**config.mk**
```make
export PLATFORM = sky130hd
export DESIGN_NAME = state_sequencer
export DESIGN_NICKNAME = d
export VERILOG_FILES = /design/src/rtl/state_sequencer_pkg.sv /design/src/rtl/reglist_iter.sv /design/src/rtl/state_sequencer.sv
export SDC_FILE = /design/constraint.sdc
export NUM_CORES = 1
export LEC_CHECK = 0
export ABC_AREA = 1
export CELL_PAD_IN_SITES_DETAIL_PLACEMENT = 1
export CELL_PAD_IN_SITES_GLOBAL_PLACEMENT = 1
export CORE_ASPECT_RATIO = 0.8
export CORE_UTILIZATION = 37
export CTS_BUF_LIST = sky130_fd_sc_hd__clkbuf_4 sky130_fd_sc_hd__clkbuf_8 sky130_fd_sc_hd__clkbuf_16
export DETAILED_ROUTE_END_ITERATION = 8
export GPL_TIMING_DRIVEN = 0
export HOLD_SLACK_MARGIN = 0.12
export PLACE_DENSITY = 0.87
export SETUP_SLACK_MARGIN = 0.4
export SLEW_MARGIN = 20
export SYNTH_ARGS = -nofsm -noshare
export SYNTH_HDL_FRONTEND = slang
export SYNTH_SLANG_ARGS = --single-unit
```
**constraint.sdc**
```tcl
create_clock -name clk -period 8.9 [get_ports clk]
set_input_delay 1.335 -clock clk [delete_from_list [all_inputs] [get_ports clk]]
set_output_delay 1.335 -clock clk [all_outputs]
set_load 0.005 [all_outputs]
```
**src/rtl/state_sequencer_pkg.sv**
```systemverilog
// Shared control package: state numbering and widths used by the sequencer and the next-state decoder,
// plus register-list helpers.
package state_sequencer_pkg;

    localparam int CTRL_STATE_W     = 10;
    localparam int ST_RESET         = 0;
    localparam int ST_FAULT         = 1;
    localparam int CTRL_RESET_STATE = ST_RESET;
    localparam int CTRL_FAULT_STATE = ST_FAULT;

    localparam int LIST_W   = 16;
    localparam int CNT_W    = 5;
    localparam int REGNUM_W = 4;
    localparam int WAIT_W   = 8;

    typedef enum logic [1:0] {
        SEQ_ADVANCE,
        SEQ_HOLD,
        SEQ_FAULT
    } seq_action_e;

    function automatic logic [CNT_W-1:0] popcount16(input logic [LIST_W-1:0] v);
        logic [CNT_W-1:0] cnt;
        cnt = '0;
        for (int i = 0; i < LIST_W; i++) begin
            cnt = cnt + CNT_W'(v[i]);
        end
        return cnt;
    endfunction

    // Scans downwards so the last hit is the lowest set bit; an empty mask yields 0.
    function automatic logic [REGNUM_W-1:0] lowest_set16(input logic [LIST_W-1:0] v);
        logic [REGNUM_W-1:0] idx;
        idx = '0;
        for (int i = LIST_W - 1; i >= 0; i--) begin
            if (v[i]) idx = REGNUM_W'(i);
        end
        return idx;
    endfunction

endpackage

```
**src/rtl/reglist_iter.sv**
```systemverilog
// LDM/STM register-list iterator: holds the remaining register mask and its count,
// and presents the lowest remaining register number.
module reglist_iter
    import state_sequencer_pkg::*;
(
    input  logic                clk_i,
    input  logic                reset_i,
    input  logic                load_i,
    input  logic                step_i,
    input  logic [LIST_W-1:0]   mask_i,
    output logic [REGNUM_W-1:0] reg_num_o,
    output logic [CNT_W-1:0]    count_o,
    output logic                last_o,
    output logic                empty_o
);

    logic [LIST_W-1:0] mask_q, mask_d;
    logic [CNT_W-1:0]  count_q, count_d;

    // Load wins over step; stepping an empty list leaves it empty.
    always_comb begin
        mask_d  = mask_q;
        count_d = count_q;
        if (load_i) begin
            mask_d  = mask_i;
            count_d = popcount16(mask_i);
        end else if (step_i && (count_q != '0)) begin
            mask_d  = mask_q & (mask_q - LIST_W'(1));
            count_d = count_q - CNT_W'(1);
        end
    end

    always_ff @(posedge clk_i) begin
        if (reset_i) begin
            mask_q  <= '0;
            count_q <= '0;
        end else begin
            mask_q  <= mask_d;
            count_q <= count_d;
        end
    end

    assign reg_num_o = lowest_set16(mask_q);
    assign count_o   = count_q;
    assign last_o    = (count_q == CNT_W'(1));
    assign empty_o   = (count_q == '0);

endmodule

```
**src/rtl/state_sequencer.sv**
```systemverilog
// Control-state register with memory-wait hold and MOC timeout fault, alongside
// the LDM/STM register-list iterator.
module state_sequencer
    import state_sequencer_pkg::*;
#(
    parameter int STATE_W     = CTRL_STATE_W,
    parameter int RESET_STATE = CTRL_RESET_STATE,
    parameter int FAULT_STATE = CTRL_FAULT_STATE,
    parameter int MOC_TIMEOUT = 16
) (
    input  logic               clk,
    input  logic               reset,
    input  logic [STATE_W-1:0] next_state,
    input  logic               mem_wait,
    input  logic               moc,
    input  logic               list_load,
    input  logic               list_step,
    input  logic [31:0]        ir,
    output logic [STATE_W-1:0] state,
    output logic [3:0]         reg_num,
    output logic [4:0]         list_count,
    output logic               list_last,
    output logic               list_empty,
    output logic               mem_fault
);

    localparam logic [STATE_W-1:0] RESET_ST     = STATE_W'(RESET_STATE);
    localparam logic [STATE_W-1:0] FAULT_ST     = STATE_W'(FAULT_STATE);
    localparam logic [WAIT_W-1:0]  TIMEOUT_LAST = WAIT_W'(MOC_TIMEOUT - 1);

    seq_action_e        action;
    logic [STATE_W-1:0] state_q, state_d;
    logic [WAIT_W-1:0]  wait_q, wait_d;
    logic               fault_q, fault_d;

    // moc is checked first, so a completion in the timeout cycle beats the fault.
    always_comb begin
        action  = SEQ_ADVANCE;
        state_d = next_state;
        wait_d  = '0;
        fault_d = 1'b0;
        if (mem_wait && !moc) begin
            action = (wait_q == TIMEOUT_LAST) ? SEQ_FAULT : SEQ_HOLD;
        end
        case (action)
            SEQ_HOLD: begin
                state_d = state_q;
                wait_d  = wait_q + WAIT_W'(1);
            end
            SEQ_FAULT: begin
                state_d = FAULT_ST;
                fault_d = 1'b1;
            end
            default: ;
        endcase
    end

    always_ff @(posedge clk) begin
        if (reset) begin
            state_q <= RESET_ST;
            wait_q  <= '0;
            fault_q <= 1'b0;
        end else begin
            state_q <= state_d;
            wait_q  <= wait_d;
            fault_q <= fault_d;
        end
    end

    assign state     = state_q;
    assign mem_fault = fault_q;

    logic unused_ir_hi;
    assign unused_ir_hi = ^ir[31:16];

    reglist_iter u_reglist_iter (
        .clk_i     (clk),
        .reset_i   (reset),
        .load_i    (list_load),
        .step_i    (list_step),
        .mask_i    (ir[15:0]),
        .reg_num_o (reg_num),
        .count_o   (list_count),
        .last_o    (list_last),
        .empty_o   (list_empty)
    );

endmodule

```
Yosys cells after proc, flatten, opt, wreduce, memory -nomap -nowiden
Index checks and enable logic that the tools add are counted.
- logic and storage cells: 60
- flip-flop bits (word level): 40
- output and inout port bits: 22
- add/sub/neg operators: 18
- muxes and demuxes: 24
- reduce and logical (&&, ||, !) cells: 7
- bitwise operators: 2
- equality and inequality tests: 4
- operators by type and width (cell ; number):
    $add A5 B1 Y5 ; 14
    $mux W4 ; 16
    $mux W16 ; 2
    $pmux W10 S2 ; 1
    $and A16 B16 Y16 ; 1
    $sub A16 B1 Y16 const B ; 1
    $mux W5 ; 2
    $add A8 B1 Y8 const B ; 1
    $eq A8 B4 Y1 const B ; 1
    $eq A5 B1 Y1 const B ; 1
    $logic_not A5 Y1 ; 1
    $reduce_bool A5 Y1 ; 1
    $sub A5 B1 Y5 const B ; 1
    $mux W2 ; 2
    $add A1 B1 Y2 ; 1
    $eq A2 B1 Y1 const B ; 1
    $eq A2 B2 Y1 const B ; 1
    $logic_and A1 B1 Y1 ; 2
    $reduce_bool A2 Y1 ; 1
    $reduce_or A2 Y1 ; 1
    $logic_not A1 Y1 ; 1
    $mux W1 ; 1
    $not A1 Y1 ; 1

Depth between registers and ports, before layout
Gate-level depths: netlist (run 1).
- depth in word-level cells: 16
- mapped depth: 16
- gate-level depth less buffers: 16

By module
From an unflattened synthesis (run 1), not the netlist that was laid out.
- cell total of the unflattened synthesis: 323
- area total of the unflattened synthesis: 2442.3 sq um
- by module, submodules not included (module ; area each (sq um) ; seq. area each (sq um) ; instances ; cells each):
    reglist_iter ; 1641.6 ; 420.4 ; 1 ; 221
    state_sequencer ; 800.8 ; 380.4 ; 1 ; 102

Worst setup path after synthesis (run 1)
OpenSTA, ideal clock, no wires.
- path kind: input to register
- from: in ir[0]
- to: reg u_reglist_iter.count_q[2], in the netlist u_reglist_iter.count_o[2]
- data required time: 8.771 ns
- data arrival time: 4.785 ns
- path slack: 3.986 ns
- cell stages on the path: 13
- cell sequence: ha_1 -> inv_1 -> fa_1 -> fa_1 -> fa_1 -> fa_1 -> inv_1 -> fa_1 -> inv_1 -> fa_1 -> or2_2 -> a311oi_1 -> a211oi_2
- longest elaborated chain between the ends: 16
- RTL lines (what ; RTL line ; text):
    start, declared ; state_sequencer.sv:18 ; input logic [31:0] ir,
    $add A1 B1 Y2 ; state_sequencer_pkg.sv:26 ; cnt = cnt + CNT_W'(v[i]);
    $add A5 B1 Y5 (14 in series) ; state_sequencer_pkg.sv:26 ;
    $mux W5 ; reglist_iter.sv:24 ; if (load_i) begin
    end signal, assigned ; reglist_iter.sv:39 ; count_q <= count_d;
    end, declared ; reglist_iter.sv:18 ; logic [CNT_W-1:0] count_q, count_d;
Every way passes these cells.
A chain may end at the register's enable or synchronous reset.

Worst setup path after layout (run 1)
- from: in ir[0]
- to: reg u_reglist_iter.count_q[4], in the netlist u_reglist_iter.count_o[4]
The elaborated chain is that of the path after synthesis.

==> out/qor.yml, run 1 <==
status: "finished clean"
seq_area_frac_synth_pct: 33.4
synth_flop_cell: "dfxtp_1"
layout-area-overhead-vs-synth_pct: 29.8
ctsResizeCount: 0
grt.met3_usage_pct: 3.99
port_buffers: 52
cp-end-kind: "flip-flop"
viasPerCell: 4.84
drt-initial-drc-count: 44
antenna_found_initial: 0
postCtsHoldBufs: 0
finalHoldViolCount: 0
drc: 0
crit_type: "in2reg"
reg2reg_to: "u_reglist_iter.mask_q[15]$_SDFFE_PP0P_"
setup_viol: 0
r2r_setup_slack_ns: 7.15
gp_congestion: 0.810
synthCells: 310
synth_enable_flop_cells: 0
syn-num-nets: 377
num_rows: 25
htreeDepth: 2
grt_pass1_vias: 2226
grt_overflow: 0
globalRouteTotalUtil_pct: 19.6
total_leakage_power_nw: 1.35
grt_pass1_wl_um: 10400
rr_worst_depth: 10
synthTopCellsByArea: "dfxtp_1, nand2_1, fa_1, inv_1, a21oi_1"
fin_setup_tns_ns: 0
drt_wl_total_um: 6230
grt_util_met2_pct: 34.4
hold_start: "wait_q[0]$_SDFF_PP0_"
synth_top_area_share_pct: 33.4
grt_max_degree: 13
r2r_start: "u_reglist_iter.count_o[0]$_SDFFE_PP0P_"
final_antenna_net_count: 0
rsz0062_at_grt: "false"
slew_violations: 0
ir_drop_uv: 92.8
die_area_mm2: 0.00681
critical_path_required_ns: 9.09
yosys_register_bits: 40
synth_top_area_cell: "dfxtp_1"
synth.distinct_cells: 42
layout-drive-gt1-share_pct: 13.0
min_period_ns: 5.32
die_h_um: 74.0
die_width_um: 92.0
p_per_area_mw_per_mm2: 182
crit_end: "u_reglist_iter.count_o[4]$_SDFFE_PP0P_"
min_path_type: "reg2reg"
cts_setup_buffers: 0
yosys_warnings: 0
slew_headroom_pct: 62.0
fin_nets: 436
fmax_mhz: 188
fp.coreArea_mm2: 0.00607
use_met1_pct: 24.7
io_pins: 70
fin_util_pct: 51.3
num_vias: 2183
clockBufferDepth: 2
antennaDiodeCount: 0
startpoint: "ir[0]"
cts_tree: "done"
path_clk_slew_ns: 0.08
layout_commonest_cell: "nand2_1"
critical_path.max_fanout: 2
clock_latency_ns: 0.29
busiest_layer: "met2"
start_util_pct: 39.5
timing.final.crit_share_pct: 59.7
synthArstFlopShare_pct: 0
syn-cell-area_mm2: 0.00240
startpoint_type: "input pin"
layout_common_cells: "nand2_1, inv_1, clkdlybuf4s50_1"
drt_pass1_iterations: 4
root_buffer: "clkbuf_8"
clkSinkCount: 40
hpwl_um: 4940
cts_buffers: 5
arrival_ns: 5.51
syn_avg_cell_area_um2: 7.74
max-cap-violations: 0
wl_per_cell_um: 13.8
worstMarginPinSlew_ns: 0.570
fin_skew_ns: 0.00451
layer usage:
metal | share of wire (%) | vias to the layer above
li1 | - | 1097
met1 | 48 | 1015
met2 | 46 | 60
met3 | 4.8 | 11
met4 | 1.3 | 0
met5 | 0 | -
cells in the mapped netlist (2+ instances only):
cell      instances
nand2_1          59
nor2_4            2
inv_2             6
nand2_4           2
nor2_1           23
buf_2             2
o21ai_0          14
buf_6             3
nand2_2           3
o21ai_2           4
inv_1            52
xor2_1            2
nor3b_1           3
nor2_2            5
a211oi_1          3
nand3_1           6
o21a_1            2
ha_1              9
fa_1             10
a21oi_1          32
dfxtp_1          40
xnor2_1           4
a21oi_2           5
kinds of logic (layout without fill, tap and decap cells):
family / Yosys count / count (layout) / synth area share [%]
buffers and inverters: 67 / 127 / 12.5
adders and majority gates: 19 / 19 / 13.0
and+or+nand+nor: 110 / 110 / 21.4
xor gates and xnor gates: 6 / 6 / 2.19
AOI/OAI and AO/OA: 68 / 68 / 17.4
DFF: 40 / 40 / 33.4
worst min path at each step:
stage | depth (start not counted) | slack (ns) | end
final | 1 | 0.45 | wait_q[0]$_SDFF_PP0_
after global routing | 1 | 0.48 | wait_q[0]$_SDFF_PP0_
after CTS | 1 | 0.46 | wait_q[0]$_SDFF_PP0_
after detailed placement | 1 | 0.44 | wait_q[0]$_SDFF_PP0_
after global placement | 1 | 0.43 | wait_q[0]$_SDFF_PP0_
after floorplan | 1 | 0.42 | wait_q[0]$_SDFF_PP0_
per-stage QoR:
stage | setup slack [ns] | area, um^2 | instances | hold WS (ns) | power, mW
after floorplan | 3.99 | 2400 | 310 | 0.418 | 0.361
after global placement | 3.32 | 3020 | 443 | 0.432 | 0.439
after detailed placement | 3.28 | 3020 | 443 | 0.445 | 0.447
after CTS | 3.56 | 3110 | 451 | 0.456 | 0.572
after global routing | 3.40 | 3110 | 451 | 0.482 | 0.611
final | 3.58 | 3110 | 451 | 0.455 | 0.568
state kept, by name, indices dropped and copies added (netlist names):
register                count
state                      10
u_reglist_iter.mask_q      16
u_reglist_iter.count_o      5
mem_fault                   1
wait_q                      8
report_power, final:
part / total, mW / leakage [nW] / switching, mW / internal (mW)
Sequential: 0.207 / 0.329 / 0.0138 / 0.193
Clock: 0.124 / 0.0510 / 0.0622 / 0.0619
Combinational: 0.237 / 0.974 / 0.123 / 0.114
area by class of cell:
cell class / instances / area, um^2
Tap cell: 81 / 101
Clock buffer: 6 / 82.6
Sequential cell: 40 / 801
Multi-Input combinational cell: 203 / 1300
Buffer: 8 / 73.8
Clock inverter: 2 / 10.0
Timing Repair Buffer: 52 / 520
Inverter: 59 / 226
Fill cell: 788 / 2960
worst max-delay path: stages:
cell	delay, ns
clkdlybuf4s50_1	0.46
ha_1	0.31
inv_1	0.06
fa_1	0.43
fa_1	0.50
fa_1	0.53
fa_1	0.41
inv_1	0.08
fa_1	0.18
inv_1	0.06
fa_1	0.38
or2_2	0.32
nand2_1	0.07
a21oi_1	0.09
a2111oi_2	0.29
(Power assumes the default switching activity.)
==> run 2: changes to the inputs <==
--- a/config.mk
+++ b/config.mk
@@ -9,12 +9,12 @@
 export CELL_PAD_IN_SITES_DETAIL_PLACEMENT = 1
 export CELL_PAD_IN_SITES_GLOBAL_PLACEMENT = 1
 export CORE_ASPECT_RATIO = 0.8
-export CORE_UTILIZATION = 37
+export CORE_UTILIZATION = 31
 export CTS_BUF_LIST = sky130_fd_sc_hd__clkbuf_4 sky130_fd_sc_hd__clkbuf_8 sky130_fd_sc_hd__clkbuf_16
 export DETAILED_ROUTE_END_ITERATION = 8
 export GPL_TIMING_DRIVEN = 0
 export HOLD_SLACK_MARGIN = 0.12
-export PLACE_DENSITY = 0.87
+export PLACE_DENSITY = 0.78
 export SETUP_SLACK_MARGIN = 0.4
 export SLEW_MARGIN = 20
 export SYNTH_ARGS = -nofsm -noshare
==> constraint.sdc (replaced) <==
create_clock -name clk -period 4.7 [get_ports clk]
set_input_delay 0.705 -clock clk [delete_from_list [all_inputs] [get_ports clk]]
set_output_delay 0.705 -clock clk [all_outputs]
set_load 0.005 [all_outputs]
==> out/qor.yml, run 2 (synthesis gave the netlist of run 1 again) <==
crit_type: "in2reg"  # unchanged
drc: 0  # unchanged
fp.coreArea_mm2: 0.00743  # was 0.00607 mm^2
clkSinkCount: 40  # unchanged
drt_wl_total_um: 6380  # was 6230 um
fmax_mhz: 240
clockBufferDepth: 2  # unchanged
largest_reg_flops: 16  # unchanged
globalRouteTotalUtil_pct: 17.2  # was 19.6%
top_register: "u_reglist_iter.mask_q"  # unchanged
min_path_type: "reg2reg"  # unchanged
power_frac_clock_pct: 22.5  # was 21.9%
layout_common_cells: "nand2_1, inv_1, clkdlybuf4s50_1"  # unchanged
min_period_ns: 4.16
io_pins: 70  # unchanged
preCtsSetupSlack_ns: -0.329  # was 3.28 ns
crit_chain: "buf_2 > ha_4 > inv_2 > fa_1 > fa_1 > fa_1 > fa_1 > inv_2 > fa_2 > inv_2 > fa_2 > or2_4 > nand2_2 > a21oi_2 > a2111oi_2"  # was clkdlybuf4s50_1 > ha_1 > inv_1 > fa_1 > fa_1 > fa_1 > fa_1 > inv_1 > fa_1 > inv_1 > fa_1 > or2_2 > nand2_1 > a21oi_1 > a2111oi_2
p_sw_share_pct: 35.1  # about the same
gp_congestion: 0.810  # about the same
critPathSlowestCell: "fa_1"  # unchanged
clock_latency_ns: 0.30  # was 0.29 ns
layout-area-overhead-vs-synth_pct: 32.2  # was 29.8%
cp-end-kind: "flip-flop"  # unchanged
holdWs_ns: 0.460  # was 0.455 ns
finalNonFillerCells: 476  # was 451
arrival_ns: 4.36  # was 5.51 ns
setup_ws_ns: 0.539  # was 3.58 ns
cts_buffers: 5  # unchanged
htreeDepth: 2  # unchanged
rsz0062_at_grt: "false"  # unchanged
setup_viol: 0  # unchanged
p_total_mw: 1.12  # was 0.568 mW
antenna_found_initial: 0  # unchanged
timing.final.crit_share_pct: 88.5
root_buffer: "clkbuf_8"  # unchanged
antennaDiodeCount: 0  # unchanged
critPathMostFrequentCell: "fa_1"  # unchanged
worstMarginPinSlew_ns: 0.528  # was 0.570 ns
hpwl_um: 5220  # was 4940 um
wl_per_cell_um: 13.4  # was 13.8 um
final_antenna_net_count: 0  # unchanged
p_sw_mw: 0.394  # was 0.199 mW
layout_commonest_cell: "nand2_1"  # unchanged
grt_overflow: 0  # unchanged
critical_path_required_ns: 4.90  # was 9.09 ns
fin_setup_tns_ns: 0  # unchanged
fin_skew_ns: 0.00704  # was 0.00451 ns
ir_drop_uv: 193  # was 92.8 uV
num_vias: 2166  # was 2,183
drt_pass1_iterations: 5  # was 4
num_rows: 28  # was 25
seqCellArea_um2: 801  # unchanged
grt_pass1_wl_um: 10800  # was 10,400 um
path_clk_slew_ns: 0.08  # about the same
crit_family: "adder cells"  # unchanged
status: "finished clean"  # unchanged
die_width_um: 100  # was 92.0 um
startpoint_type: "input pin"  # unchanged
postCtsHoldBufs: 0  # unchanged
max-cap-violations: 0  # unchanged
fin_nets: 437  # was 436
power.share.sequential_pct: 34.8  # was 36.4%
pwr-share-comb_pct: 42.7  # was 41.7%
p_per_area_mw_per_mm2: 353  # was 182 mW/mm^2
slew_violations: 0  # unchanged
cts_tree: "done"  # unchanged
grt_pass1_vias: 2328  # was 2,226
placed_cells: 467  # was 443
layout-drive-gt1-share_pct: 16.4  # was 13.0%
internal-power_mw: 0.727  # was 0.369 mW
die_area_mm2: 0.00810  # was 0.00681 mm^2
die_h_um: 80.7  # was 74.0 um
total_leakage_power_nw: 1.36  # was 1.35 nW
cp_num_buf_inv: 4  # unchanged
drt-initial-drc-count: 59  # was 44
critical_path.max_fanout: 2  # unchanged
multi_input_area_mm2: 0.00133  # was 0.00130 mm^2
max_stage_delay_ns: 0.54  # was 0.53 ns
finalHoldViolCount: 0  # unchanged
grt_max_degree: 12  # was 13
viasPerCell: 4.55  # was 4.84
slew_headroom_pct: 64.8  # was 62.0%
port_buffers: 52  # unchanged
final.fill_count: 938  # was 788
start_util_pct: 32.3  # was 39.5%
[run 2: cell types whose count changed in the layout (fill, tap and decap cells not counted), moves of 2 or more]
cell             before  now
clkinv_2              2    0
dlygate4sd2_1         0    5
inv_1                52   48
clkdlybuf4s50_1      52   45
fa_1                 10    8
fa_2                  0    2
buf_2                 2    4
inv_2                 6   10
clkbuf_4              0    2
[run 2: cell type report]
class                   count  share of cell area, %
clock buffers               8                   3.08
repair buffers             53                   16.1
flip-flops and latches     40                   25.2
well taps                 105                   4.14
multi-input cells         203                   41.9
plain buffers               8                   2.33
inverters                  59                   7.14
[run 2: layer usage]
metal / track usage, % / routed length, um
met3: 3.31 / 252
met5: 0 / 0
met2: 30.1 / 2970
met4: 5.22 / 68
met1: 21.5 / 3080
[run 2: power by group through the flow]
stage | combinational (mW) | sequential [mW] | clock, mW
6_report | 0.478 | 0.390 | 0.253
3_5_place_dp | 0.456 | 0.398 | 0
5_1_grt | 0.540 | 0.395 | 0.276
2_1_floorplan | 0.288 | 0.396 | 0
3_3_place_gp | 0.435 | 0.397 | 0
4_1_cts | 0.486 | 0.390 | 0.259
[run 2: metrics by stage]
step	cell area [um^2]	utilization, %
after floorplan	2400	-
after global placement	3050	41.1
after detailed placement	3050	41.1
after CTS	3170	42.7
after global routing	3170	42.7
final	3170	42.7
[run 2: worst register-to-register path, cell delays in order (launching register included)]
cell and delay [ns]:
dfxtp_1 0.41, inv_1 0.11, ha_1 0.22, nand3_2 0.10, nand2_4 0.09, inv_6 0.10
nand2_4 0.07, o21ai_2 0.15, o21ai_2 0.11, o21ai_2 0.15, a21oi_2 0.06
[run 2: path summary, 6_finish.rpt]
| path | from | end | slack [ns] | cells past startpoint |
|---|---|---|---|---|
| max reg2reg | u_reglist_iter.count_o[0]$_SDFFE_PP0P_ | u_reglist_iter.mask_q[15]$_SDFFE_PP0P_ | 3.00 | 10 |
| max | ir[0] | u_reglist_iter.count_o[4]$_SDFFE_PP0P_ | 0.54 | 15 |
| min reg2reg | wait_q[0]$_SDFF_PP0_ | wait_q[0]$_SDFF_PP0_ | 0.46 | 1 |
| min | wait_q[0]$_SDFF_PP0_ | wait_q[0]$_SDFF_PP0_ | 0.46 | 1 |
[run 2: repair_timing]
action	CTS	global route
buffers inserted	1	0
pin swaps	10	4
gates resized for setup	24	0
gates cloned	0	0
endpoints found under the setup margin	4	2
